**config.mk**
```make
export PLATFORM = sky130hd
export DESIGN_NAME = uart_boot_loader
export DESIGN_NICKNAME = d
export VERILOG_FILES = /design/src/rtl/uart_boot_loader.sv
export SDC_FILE = /design/constraint.sdc
export NUM_CORES = 1
export LEC_CHECK = 0
export CORE_MARGIN = 4
export CORE_UTILIZATION = 35
export DETAILED_ROUTE_END_ITERATION = 8
export HOLD_SLACK_MARGIN = 0.05
export PLACE_DENSITY = 0.6
export RECOVER_POWER = 50
export REMOVE_ABC_BUFFERS = 1
export SLEW_MARGIN = 5
export SYNTH_ARGS = -nofsm -noshare
export SYNTH_HDL_FRONTEND = slang
export SYNTH_SLANG_ARGS = --single-unit
```
**constraint.sdc**
```tcl
create_clock -name clock -period 1.9 [get_ports clock]
set_clock_uncertainty 0.05 [all_clocks]
set_input_delay 0.38 -clock clock [delete_from_list [all_inputs] [get_ports clock]]
set_output_delay 0.38 -clock clock [all_outputs]
set_load 0.01 [all_outputs]
```
**src/rtl/uart_boot_loader.sv**
```systemverilog
// Power-up boot loader: parses a framed image from the UART byte stream, writes it
// word by word into instruction memory, and releases the core once the checksum matches.
//
// state   | meaning
// --------+---------------------------------------------------------------
// S_IDLE  | waiting for the frame start byte, other bytes dropped
// S_LEN0  | expecting low byte of the word count
// S_LEN1  | expecting high byte of the word count
// S_DATA  | assembling the next payload word, little-endian
// S_WRITE | memory write request outstanding until acknowledged
// S_CHECK | expecting the XOR checksum byte
// S_DONE  | image verified, core released, input ignored
// S_ERROR | load failed, waiting for a fresh frame start byte
module uart_boot_loader #(
  parameter logic [31:0] BASE_ADDR      = 32'h0000_0000,
  parameter logic [7:0]  MAGIC          = 8'hA5,
  parameter int unsigned TIMEOUT_CYCLES = 2_000_000
) (
  input  logic        clock,
  input  logic        reset,
  input  logic        rxFin,
  input  logic [7:0]  rxData,
  output logic        memReq,
  output logic [31:0] memAddr,
  output logic [31:0] memData,
  input  logic        memAck,
  output logic        cpuResetN,
  output logic        busy,
  output logic        loadError
);

  localparam int TW = (TIMEOUT_CYCLES > 1) ? $clog2(TIMEOUT_CYCLES) : 1;
  localparam logic [TW-1:0] TMO_LAST = TW'(TIMEOUT_CYCLES - 1);

  typedef enum logic [2:0] {
    S_IDLE, S_LEN0, S_LEN1, S_DATA, S_WRITE, S_CHECK, S_DONE, S_ERROR
  } state_t;

  state_t        state;
  logic          rx_fin_q;
  logic [TW-1:0] tmo_cnt;
  logic [15:0]   len;
  logic [15:0]   word_idx;
  logic [1:0]    byte_idx;
  logic [23:0]   word;
  logic [7:0]    chk;

  logic evt;
  logic counting;
  logic tmo_hit;

  // one event per strobe, however long rxFin stays high
  assign evt      = rxFin & ~rx_fin_q;
  assign counting = (state == S_LEN0) || (state == S_LEN1) ||
                    (state == S_DATA) || (state == S_CHECK);
  assign tmo_hit  = counting && !evt && (tmo_cnt == TMO_LAST);

  always_ff @(posedge clock or negedge reset) begin
    if (!reset) begin
      state     <= S_IDLE;
      rx_fin_q  <= 1'b0;
      tmo_cnt   <= '0;
      len       <= '0;
      word_idx  <= '0;
      byte_idx  <= '0;
      word      <= '0;
      chk       <= '0;
      memReq    <= 1'b0;
      memAddr   <= '0;
      memData   <= '0;
      cpuResetN <= 1'b0;
      busy      <= 1'b0;
      loadError <= 1'b0;
    end else begin
      rx_fin_q <= rxFin;

      // timer holds while a write is outstanding so slow memory never times out
      if (evt)
        tmo_cnt <= '0;
      else if (counting && !tmo_hit)
        tmo_cnt <= tmo_cnt + TW'(1);

      if (tmo_hit) begin
        state     <= S_ERROR;
        busy      <= 1'b0;
        loadError <= 1'b1;
      end else begin
        case (state)
          S_IDLE: begin
            if (evt && rxData == MAGIC) begin
              chk      <= '0;
              word_idx <= '0;
              byte_idx <= '0;
              busy     <= 1'b1;
              state    <= S_LEN0;
            end
          end
          S_LEN0: begin
            if (evt) begin
              len[7:0] <= rxData;
              state    <= S_LEN1;
            end
          end
          S_LEN1: begin
            if (evt) begin
              len[15:8] <= rxData;
              state     <= ({rxData, len[7:0]} == 16'd0) ? S_CHECK : S_DATA;
            end
          end
          S_DATA: begin
            if (evt) begin
              chk      <= chk ^ rxData;
              byte_idx <= byte_idx + 2'd1;
              case (byte_idx)
                2'd0: word[7:0]   <= rxData;
                2'd1: word[15:8]  <= rxData;
                2'd2: word[23:16] <= rxData;
                default: begin
                  memReq  <= 1'b1;
                  memAddr <= BASE_ADDR + {14'd0, word_idx, 2'b00};
                  memData <= {rxData, word};
                  state   <= S_WRITE;
                end
              endcase
            end
          end
          S_WRITE: begin
            // a byte arriving before the write lands means the sender overran us
            if (evt) begin
              memReq    <= 1'b0;
              busy      <= 1'b0;
              loadError <= 1'b1;
              state     <= S_ERROR;
            end else if (memAck) begin
              memReq   <= 1'b0;
              word_idx <= word_idx + 16'd1;
              state    <= ((word_idx + 16'd1) == len) ? S_CHECK : S_DATA;
            end
          end
          S_CHECK: begin
            if (evt) begin
              busy <= 1'b0;
              if (rxData == chk) begin
                state <= S_DONE;
              end else begin
                loadError <= 1'b1;
                state     <= S_ERROR;
              end
            end
          end
          S_DONE: begin
            cpuResetN <= 1'b1;
          end
          S_ERROR: begin
            if (evt && rxData == MAGIC) begin
              loadError <= 1'b0;
              chk       <= '0;
              word_idx  <= '0;
              byte_idx  <= '0;
              busy      <= 1'b1;
              state     <= S_LEN0;
            end
          end
          default: state <= S_IDLE;
        endcase
      end
    end
  end

endmodule

```
Word level (Yosys, flattened, before mapping). Cells that the tools add are included.

Register bits after elaboration: 143. Input port bits: 12.

Add/sub/neg operators: 3. Equal/unequal tests: 30. Multiplexer cells: 40. Bitwise gates (word level): 5. Reduce and logical (&&, ||, !) cells: 35.

Operators with widths (number): $mux 16 (3); $mux 21 (2); $mux 3 (11); $pmux 16 s2 (1); $ne 3x3->1 const B (9); $add 21x1->21 const B (1); $eq 21x21->1 const B (1); $reduce_and 4->1 (5); $pmux 3 s6 (1); $add 16x1->16 const B (1); $eq 16x16->1 (1); $logic_not 16->1 (1); $mux 8 (2); $pmux 8 s2 (1); $reduce_and 5->1 (3); $mux 1 (13); $eq 3x3->1 const B (4); $reduce_and 3->1 (3); $eq 8x8->1 (1); $eq 8x8->1 const B (1); $ne 2x2->1 const B (4); $reduce_and 8->1 (1); $reduce_bool 2->1 (4); $xor 8x8->8 (1); 25 further kinds (38).

Longest topological paths before layout. Gate-level depths: netlist of the first run.

Word-level depth: 10. Gate-level depth with buffers: 8.

Worst setup path after synthesis of the first run. No wires, ideal clock.

Path type: input to register. Start: input port rxData[3]. End: register word_idx[10]. Library setup time: 0.133 ns. Data arrival time: 2.083 ns. Data required time: 1.717 ns. Setup slack: -0.367 ns. Cell stages on the path: 8. Path buffers: 2. Cell sequence: buf_2 -> or4_4 -> or3_4 -> o31ai_4 -> a21oi_2 -> buf_6 -> o21ai_1 -> o41ai_1.

Longest elaborated chain between the ends: 4.

Ends and longest elaborated chain: from (decl) (RTL line 22) `input logic [7:0] rxData,`; $eq 8x8->1 (RTL line 90, 155); $logic_and 1x1->1 (RTL line 90, 155); $ne 2x1->1 (no source line); $reduce_and 5->1 (no source line); to (signal assigned) (RTL line 136) `word_idx <= word_idx + 16'd1;`; to (decl) (RTL line 43) `logic [15:0] word_idx;`.

Every way passes these cells. A chain may end at the register's enable or synchronous reset.

Final worst setup path of the first run.
Start: register len[2]. End: register state[2].

Longest elaborated chain between the ends: 6. Elaborated cells on any way between the ends: 9. Classes of those cells: 1 x eq/ne; 7 x mux; 1 x reduce/logical.

Ends and longest elaborated chain: from (decl) (RTL line 42) `logic [15:0] len;`; from (signal assigned) (RTL line 100) `len[7:0] <= rxData;`; $eq 16x16->1 (RTL line 137) `state <= ((word_idx + 16'd1) == len) ? S_CHECK : S_DATA;`; $mux 3 (RTL line 137); $mux 3 (RTL line 134) `end else if (memAck) begin`; $mux 3 (RTL line 129) `if (evt) begin`; $pmux 3 s6 (*) (RTL line 88) `case (state)`; $mux 3 (*) (RTL line 83) `if (tmo_hit) begin`; to (signal assigned) (RTL line 107) `state <= ({rxData, len[7:0]} == 16'd0) ? S_CHECK : S_DATA;`; to (signal assigned) (RTL line 137); to (decl) (RTL line 39) `state_t state;`.

Mark *: on every way between the ends. The rest lies on a longest branch, timed or not. The select of a mux whose other input is x is not followed.

==> impl_metrics.ini, run 1 <==
[global_routing]
grt_pass1_wl_mm = 31.4
overflow = 0
grt.total_usage_pct = 17.6
grt_pass1_vias = 6036
grt_max_degree = 43
antenna_found_initial = 0

[synth]
ys_warn_count = 0
ys_seq_area_share_pct = 50.7
synth.area.top_cells = dfrtp_1, mux2_2, xnor2_1, nor2_1, nand2_1
ys.flop_type = dfrtp_1
syn_area_sq_mm = 0.00706
syn_inst = 644
syn_avg_cell_area_sq_um = 11.0
synth_top_area_cell = dfrtp_1
ys_types = 64
synth_edf_count = 0
async_reset_ff_share_pct = 100
synth-seq-cells = 143
synth_top_area_share_pct = 50.7

[timing]
slew_headroom_pct = 36.9
slew_violations = 0
rsz0062_at_grt = true
worst_pin_slew_ns = 0.947
fmaxAchievable_mhz = 464
setup_violations = 33
setup_ws_ns = -0.256
final-hold-violation-count = 0
period_share_pct = 113
period_minus_slack_ns = 2.16

[critical_path]
cp_cell_sequence = buf_4 > xnor3_1 > o2111ai_2 > nor4bb_2 > nand4_1 > nor4_2 > buf_4 > o221a_1
crit_required_ns = 2.21
crit_type = flip-flop to flip-flop
rr_worst_depth = 8
startpoint = len[2]
worstSetupStartpointType = flip-flop
cp_num_buf_inv = 2
cp.depth = 8
critPathCapture = state[2]
r2r_end = state[2]
endpoint_kind = flip-flop
timing.rr.start = len[2]
cp_max_fo = 3
crit_arrival_ns = 2.47
crit_slowest_cell = dfrtp_1
timing.reg2reg.setup_slack_ns = -0.26
worst_path_largest_cell_delay_ns = 0.40
crit_path_frequent_cell = buf_4
cp_top_family = simple AND/OR/NAND/NOR gates

[die]
fp.dieArea_sq_mm = 0.0225
row_count = 51
die_w_microns = 150
start_util_pct = 35.9
core_area_sq_mm = 0.0197
die_h_microns = 150
io_pins = 80

[min_path]
hp-class = input port to flip-flop
hold_depth = 1

[power_and_ir_drop]
finalPower_mw = 13.3
p_int_mw = 8.64
leakagePower_nw = 4.63
switching_share_pct = 35.0
vdd.ir_drop.worst_mv = 0.853
power_frac_comb_pct = 42.6
p_sw_mw = 4.66
p_per_area_mw_per_mm2 = 1260
clkPwrFrac_pct = 24.1
p_seq_share_pct = 33.3

[finish]
finalNetCount = 893
multi_input_area_sq_mm = 0.00391
seqCellArea_sq_mm = 0.00358
n_fill_cell = 1673
insertedDiodeCount = 0
layout-drive-gt1-share_pct = 45.9
layout_common_cells = buf_4, dfrtp_1, mux2_2, clkdlybuf4s50_1, nor2_1
final_common_cell = buf_4
area_delta_synth_final_pct = 49.5

[route]
detail-route-antenna-nets = 0
via_per_inst = 5.20
wl_met2_mm = 10.0
avgRoutedWirePerCell_microns = 17.7
wl_met3_microns = 891
wl_met1_mm = 9.05
dr.first_iter.drc_count = 453
vias = 5995
totalWireLength_mm = 20.4
drtPass1Iterations = 5
drc = 0
topRoutingLayerUsed = met4

[flow_run]
drv_cap = 0

[clocking]
clkSinkCount = 143
clk_pin_slew_worst_paths_ns = 0.06
clk_latency_ns = 0.43
cts_buffer_depth = 2
cts_made_buffers = 17
cts_tree = built
cts_root_buffer = clkbuf_16
cts_htree_levels = 4

[placed_design]
dp_hpwl_mm = 12.9
dp_slack_ns = -0.923
place_congestion = 0.912
io_buffers = 63

[outcome]
violations = negative setup slack
status = finished, violations left
-- power groups by stage --
stage	registers, mW	clock network (mW)	logic, mW
floorplan	4.48	0	2.12
finish	4.42	3.21	5.67
global placement	4.39	0	4.27
global route	4.53	3.39	6.07
CTS	4.41	3.28	4.95
detailed placement	4.44	0	4.37
-- final cells by class --
class                           instances  share of cell area, %
Clock inverter                         13                   1.17
Sequential cell                       143                   33.9
Timing Repair Buffer                  246                   20.2
Clock buffer                           19                   4.19
Tap cell                              265                   3.14
Multi-Input combinational cell        458                   37.0
Inverter                                9                  0.344
-- worst min-delay path by stage --
stage,startpoint,end,slack [ns]
after global placement,reset,tmo_cnt[3],0.26
final,rxFin,rx_fin_q,0.24
after global routing,rxFin,rx_fin_q,0.24
after detailed placement,reset,busy,0.26
after CTS,rxFin,rx_fin_q,0.23
after floorplan,reset,busy,0.03
-- per-stage QoR --
step / instances / utilization [%] / hold WS, ns / setup TNS, ns / area [sq um]
floorplan: 606 / - / 0.0344 / -122.89 / 6830
global placement: 1087 / 45.7 / 0.259 / -74.04 / 8990
detailed placement: 1087 / 45.7 / 0.263 / -75.49 / 8990
CTS: 1135 / 51.4 / 0.233 / -2.39 / 10100
global route: 1153 / 53.7 / 0.238 / -6.14 / 10600
finish: 1153 / 53.7 / 0.244 / -3.47 / 10600
-- registers in the layout (all words and copies together) (netlist names) --
signal	count
memData	32
memReq	1
busy	1
memAddr	16
rx_fin_q	1
loadError	1
byte_idx	2
tmo_cnt	21
len	16
state	3
chk	8
cpuResetN	1
word_idx	16
word	24
-- metal layers --
layer,up-vias,track usage [%]
met5,-,0
met4,0,6.91
met3,36,3.79
met2,156,28.5
met1,3047,23.2
li1,2756,-
-- logic make-up (layout without fill, tap and decap cells) --
kind of cell,after synthesis,in the layout,share of synthesized area (%)
AO/OA/AOI/OAI,124,127,11.9
XOR/XNOR,46,46,5.90
adder cells (fa/ha/maj),6,6,1.06
buffers and inverters,62,287,4.48
flip-flops,143,143,50.7
multiplexers,87,87,13.9
other,1,16,0.0531
AND/OR/NAND/NOR,175,176,12.1
-- what timing repair did --
action / 4_1_cts / 5_1_grt
setup endpoints to repair: 124 / 114
pin swaps: 65 / 43
gates cloned: 2 / 4
endpoints found under the hold margin: 28 / 0
buffers inserted: 20 / 16
gates resized for setup: 116 / 72
hold buffers: 1 / 0
-- worst reg2reg max path, stage by stage (launching register included) --
cell and delay [ns]:
dfrtp_1 0.40, buf_4 0.14, xnor3_1 0.38, o2111ai_2 0.14, nor4bb_2 0.32, nand4_1 0.14
nor4_2 0.18, buf_4 0.17, o221a_1 0.17
-- cells in the mapped netlist (9+ instances only) --
cell      instances
nand3_1          18
buf_4            16
dfrtp_1         143
a21oi_1          16
xor2_1            9
o21ai_0          36
nor2_1           54
nand2_1          50
nand4_1          11
mux2_2           87
o31ai_1          11
xnor2_1          36
clkbuf_1         24
(Power assumes the default switching activity.)
==> run 2, diff against run 1 <==
- GPL_TIMING_DRIVEN: not set -> 1
- MAX_ROUTING_LAYER: not set -> met4
==> run 2 against run 1 <==
The run still ends with negative setup slack left. Final cell count increased by 0.17%. Sequential share of layout area about the same. Maximum frequency increased by 0.14%. Worst hold slack improved by 0.0097 ns. Critical path depth unchanged. Clock power about the same.
==> impl_metrics.ini, run 2 (same netlist as run 1, synthesis figures left out) <==
[timing]
period_minus_slack_ns = 2.15
final-hold-violation-count = 0
hold_ws_ns = 0.254
slew_headroom_pct = 28.6
setup_violations = 93
rsz0062_at_grt = true
fmaxAchievable_mhz = 464
setup_ws_ns = -0.253
worst_pin_slew_ns = 1.07
period_share_pct = 113
slew_violations = 0

[finish]
layout-drive-gt1-share_pct = 46.5
finalNetCount = 895
final_common_cell = buf_4
insertedDiodeCount = 0
layout_common_cells = buf_4, dfrtp_1, mux2_2, clkdlybuf4s50_1, nor2_1
largest_reg_flops = 32
regMostFlops = memData
area_delta_synth_final_pct = 49.5
top_regs = memData: 32 flops, word: 24 flops, tmo_cnt: 21 flops
n_fill_cell = 1687
final_area_sq_mm = 0.0106

[placed_design]
dpl-instance-area_sq_mm = 0.00900
dp_slack_ns = -0.921
io_buffers = 63
dp_hpwl_mm = 13.0
place_congestion = 0.897

[critical_path]
crit_required_ns = 2.21
crit_slowest_cell = dfrtp_1
worst_path_largest_cell_delay_ns = 0.40
crit_type = flip-flop to flip-flop
cp_top_family = simple AND/OR/NAND/NOR gates
cp_max_fo = 2
cp_cell_sequence = buf_6 > xnor3_1 > o2111ai_2 > nor4bb_2 > nand4_1 > nor4_2 > buf_4 > o221a_1
cp_num_buf_inv = 2
crit_arrival_ns = 2.46
endpoint_kind = flip-flop
worstSetupStartpointType = flip-flop

[route]
totalWireLength_mm = 20.1
avgRoutedWirePerCell_microns = 17.4
vias = 5955
drtPass1Iterations = 6
via_per_inst = 5.16
drc = 0
detail-route-antenna-nets = 0
dr.first_iter.drc_count = 414

[power_and_ir_drop]
p_sw_mw = 4.62
p_int_mw = 8.53
clkPwrFrac_pct = 24.2
switching_share_pct = 35.1
p_seq_share_pct = 33.6
power_frac_comb_pct = 42.3
leakagePower_nw = 4.66
p_per_area_mw_per_mm2 = 1250
vdd.ir_drop.worst_mv = 0.779

[global_routing]
overflow = 0
antenna_found_initial = 0
grt_pass1_vias = 6138
grt_max_degree = 43
grt_pass1_wl_mm = 31.5
grt.total_usage_pct = 18.2

[clocking]
clk_latency_ns = 0.43
cts_htree_levels = 4
clkSinkCount = 143
cts_made_buffers = 17
clk_pin_slew_worst_paths_ns = 0.06
cts_root_buffer = clkbuf_16
cts_tree = built
cts_buffer_depth = 2

[die]
die_w_microns = 150
die_h_microns = 150
fp.dieArea_sq_mm = 0.0225
core_area_sq_mm = 0.0197
start_util_pct = 35.9
io_pins = 80
row_count = 51

[outcome]
violations = negative setup slack
status = finished, violations left

[flow_run]
drv_cap = 0

[min_path]
hp-class = input port to flip-flop
==> run 2: cell types whose count changed in the layout (fill, tap and decap cells not counted), sizes merged <==
cell / delta
a21oi: -1
buf: +1
clkbuf: +3
clkdlybuf4s15: +1
clkinv: +1
dlygate4sd2: -3
==> run 2: worst paths after layout <==
check | start | to | slack [ns] | cells past startpoint
max | len[2] | state[2] | -0.25 | 8
min | rxFin | rx_fin_q | 0.25 | 1
max reg2reg | len[2] | state[2] | -0.25 | 8
min reg2reg | memAddr[5] | memAddr[5] | 0.43 | 2
max in group asynchronous | reset | word_idx[5] | 0.20 | 3
min in group asynchronous | reset | tmo_cnt[2] | 0.64 | 2
==> run 2: routing by layer <==
layer | vias to the layer above | track usage (%) | share of wire [%]
met5 | - | - | 0
met2 | 175 | 29.4 | 49
met4 | 0 | 6.45 | 2.1
li1 | 2757 | - | -
met3 | 36 | 3.73 | 4.0
met1 | 2987 | 22.9 | 45
==> run 2: repair_timing <==
action,in CTS,in global routing
buffers inserted,20,18
hold endpoints to repair,35,0
gates resized for setup,130,65
hold buffers,1,0
pin swaps,52,52
endpoints found under the setup margin,124,111
gates cloned,2,2
==> run 2: final cells by class <==
| class | instances | area (sq um) | area share, % |
|---|---|---|---|
| Multi-Input combinational cell | 457 | 3940 | 37.3 |
| Sequential cell | 143 | 3580 | 33.9 |
| Timing Repair Buffer | 249 | 2110 | 20.0 |
| Clock buffer | 18 | 429 | 4.07 |
| Tap cell | 265 | 332 | 3.14 |
| Clock inverter | 14 | 128 | 1.21 |
| Inverter | 9 | 36.3 | 0.344 |
==> run 2: power groups by stage <==
| stage | Clock (mW) | Sequential (mW) | Combinational, mW |
|---|---|---|---|
| 6_report | 3.18 | 4.41 | 5.56 |
| 5_1_grt | 3.40 | 4.52 | 5.95 |
| 4_1_cts | 3.24 | 4.41 | 4.98 |
| 3_5_place_dp | 0 | 4.43 | 4.37 |
| 3_3_place_gp | 0 | 4.39 | 4.26 |
| 2_1_floorplan | 0 | 4.48 | 2.12 |
==> run 2: stage by stage <==
step                setup TNS, ns  power (mW)  utilization, %  std cells
floorplan                 -122.89        6.60               -        606
global route               -14.63        13.9            53.7       1155
detailed placement         -78.53        8.80            45.8       1089
CTS                         -1.51        12.6            51.8       1138
finish                      -5.12        13.2            53.7       1155
global placement           -78.01        8.65            45.8       1089
==> run 3, diff against run 2 <==
- GPL_TIMING_DRIVEN: 1 -> 0
- TNS_END_PERCENT: not set -> 5
==> run 3 against run 2 <==
The run still ends with negative setup slack left. Worst setup slack improved by 0.016 ns. Register-to-register slack improved by 0.02 ns. Core utilization decreased by 6.2 points. Die area unchanged. Maximum frequency increased by 0.76%. Total power decreased by 5.5%. Design area decreased by 12%. Routed wire length decreased by 13%. Global-route usage decreased by 1.8 points. Combinational power decreased by 24%. Worst hold slack got worse by 0.051 ns.
==> impl_metrics.ini, run 3 (same netlist as run 1, synthesis figures left out) <==
[global_routing]
antenna_found_initial = 0
overflow = 0
grt_pass1_wl_mm = 28.3
grt.total_usage_pct = 16.4
grt_max_degree = 82
grt_pass1_vias = 5405

[route]
drtPass1Iterations = 5
detail-route-antenna-nets = 0
totalWireLength_mm = 17.5
drc = 0
vias = 5385
via_per_inst = 5.33
dr.first_iter.drc_count = 330
avgRoutedWirePerCell_microns = 17.3

[critical_path]
cp_max_fo = 2
worst_path_largest_cell_delay_ns = 0.43
cp_cell_sequence = xor2_2 > mux2_4 > o32ai_2 > o2111ai_2 > nor4_4 > o221a_1
crit_slowest_cell = dfrtp_1
worstSetupStartpointType = flip-flop
endpoint_kind = flip-flop
timing.rr.start = len[5]
crit_type = flip-flop to flip-flop
rr_worst_depth = 6
crit_required_ns = 2.20
crit_arrival_ns = 2.43
startpoint = len[5]

[die]
fp.dieArea_sq_mm = 0.0225
die_h_microns = 150
die_w_microns = 150
core_area_sq_mm = 0.0197
io_pins = 80
start_util_pct = 35.9
row_count = 51

[min_path]
min-delay-start = rxData[1]
hp-class = input port to flip-flop
hold_depth = 3

[placed_design]
place_congestion = 0.872
dp_hpwl_mm = 10.9
dpl-instance-area_sq_mm = 0.00787
io_buffers = 63
dp_slack_ns = -1.90

[timing]
slew_headroom_pct = 38.0
period_minus_slack_ns = 2.14
worst_pin_slew_ns = 0.930
hold_ws_ns = 0.203
fmaxAchievable_mhz = 468
period_share_pct = 112
setup_ws_ns = -0.237
final-hold-violation-count = 0
setup_violations = 49
rsz0062_at_grt = true
slew_violations = 0
finalSetupTns_ns = -3.85

[finish]
n_fill_cell = 1770
finalNetCount = 751
final_common_cell = dfrtp_1
layout-drive-gt1-share_pct = 34.2
layout_common_cells = dfrtp_1, mux2_2, clkdlybuf4s50_1, nor2_1, nand2_1
top_regs = memData: 32 flops, word: 24 flops, tmo_cnt: 21 flops
regMostFlops = memData
area_delta_synth_final_pct = 32.1
insertedDiodeCount = 0
utilization_pct = 47.5
largest_reg_flops = 32
final_area_sq_mm = 0.00933

[clocking]
clk_pin_slew_worst_paths_ns = 0.06
clkSinkCount = 143
cts_htree_levels = 4
cts_root_buffer = clkbuf_16
cts_tree = built
cts_made_buffers = 17
clk_latency_ns = 0.42
cts_buffer_depth = 2

[power_and_ir_drop]
p_per_area_mw_per_mm2 = 1330
leakagePower_nw = 3.94
vdd.ir_drop.worst_mv = 0.731

[outcome]
violations = negative setup slack
status = finished, violations left

[flow_run]
drv_cap = 0
## run 3: changes by cell type in the layout (fill, tap and decap cells not counted), sizes merged, moves of 2 or more
cell | before | now
buf | 182 | 43
bufinv | 0 | 4
clkbuf | 27 | 23
clkinv | 5 | 3
inv | 17 | 14
nand2b | 3 | 5
## run 3: per-layer routing
layer  vias to the layer above  global-route usage (%)  share of wire [%]
li1                       2463                       -                  -
met1                      2735                    21.1                 46
met2                       161                    25.4                 48
met3                        26                    3.82                4.6
met4                         0                    5.81                1.8
met5                         -                       -                  0
## run 3: area by class of cell
type,count,area [sq um],area share [%]
clock buffer,19,433,4.64
tap,265,332,3.55
clock inverter,13,200,2.15
inverter,9,38.8,0.416
timing repair buffer,104,1010,10.8
multi-input combinational,458,3710,39.8
sequential,143,3600,38.6
## run 3: path summary, 6_finish.rpt
path / end / slack [ns]
min in group asynchronous: memAddr[2] / 0.59
max in group asynchronous: chk[0] / 0.23
max reg2reg: state[2] / -0.24
min reg2reg: memAddr[15] / 0.43
min: chk[1] / 0.20
max: state[2] / -0.24
## run 3: power breakdown
part | switching, mW | internal (mW) | total [mW]
clock | 1.38 | 2.23 | 3.62
combinational | 2.03 | 2.19 | 4.21
sequential | 0.741 | 3.86 | 4.60
## run 3: timing repair
item,4_1_cts,5_1_grt
hold endpoints to repair,62,0
setup endpoints to repair,141,129
setup buffers,18,18
hold buffers,1,0
pin swaps,38,15
gates cloned,2,3
gates resized for setup,113,50
## run 3: through the flow
stage / instances / total power, mW
after floorplan: 606 / 6.60
after global placement: 934 / 7.70
after detailed placement: 937 / 7.84
after CTS: 990 / 12.1
after global routing: 1011 / 13.1
final: 1011 / 12.4
## run 3: critical path, delay by kind of cell, from the launching register on
kind,cells,cell delay (ns)
multiplexers,1,0.32
flip-flops,1,0.43
AO/OA/AOI/OAI,3,0.66
AND/OR/NAND/NOR,1,0.39
XOR/XNOR,1,0.22
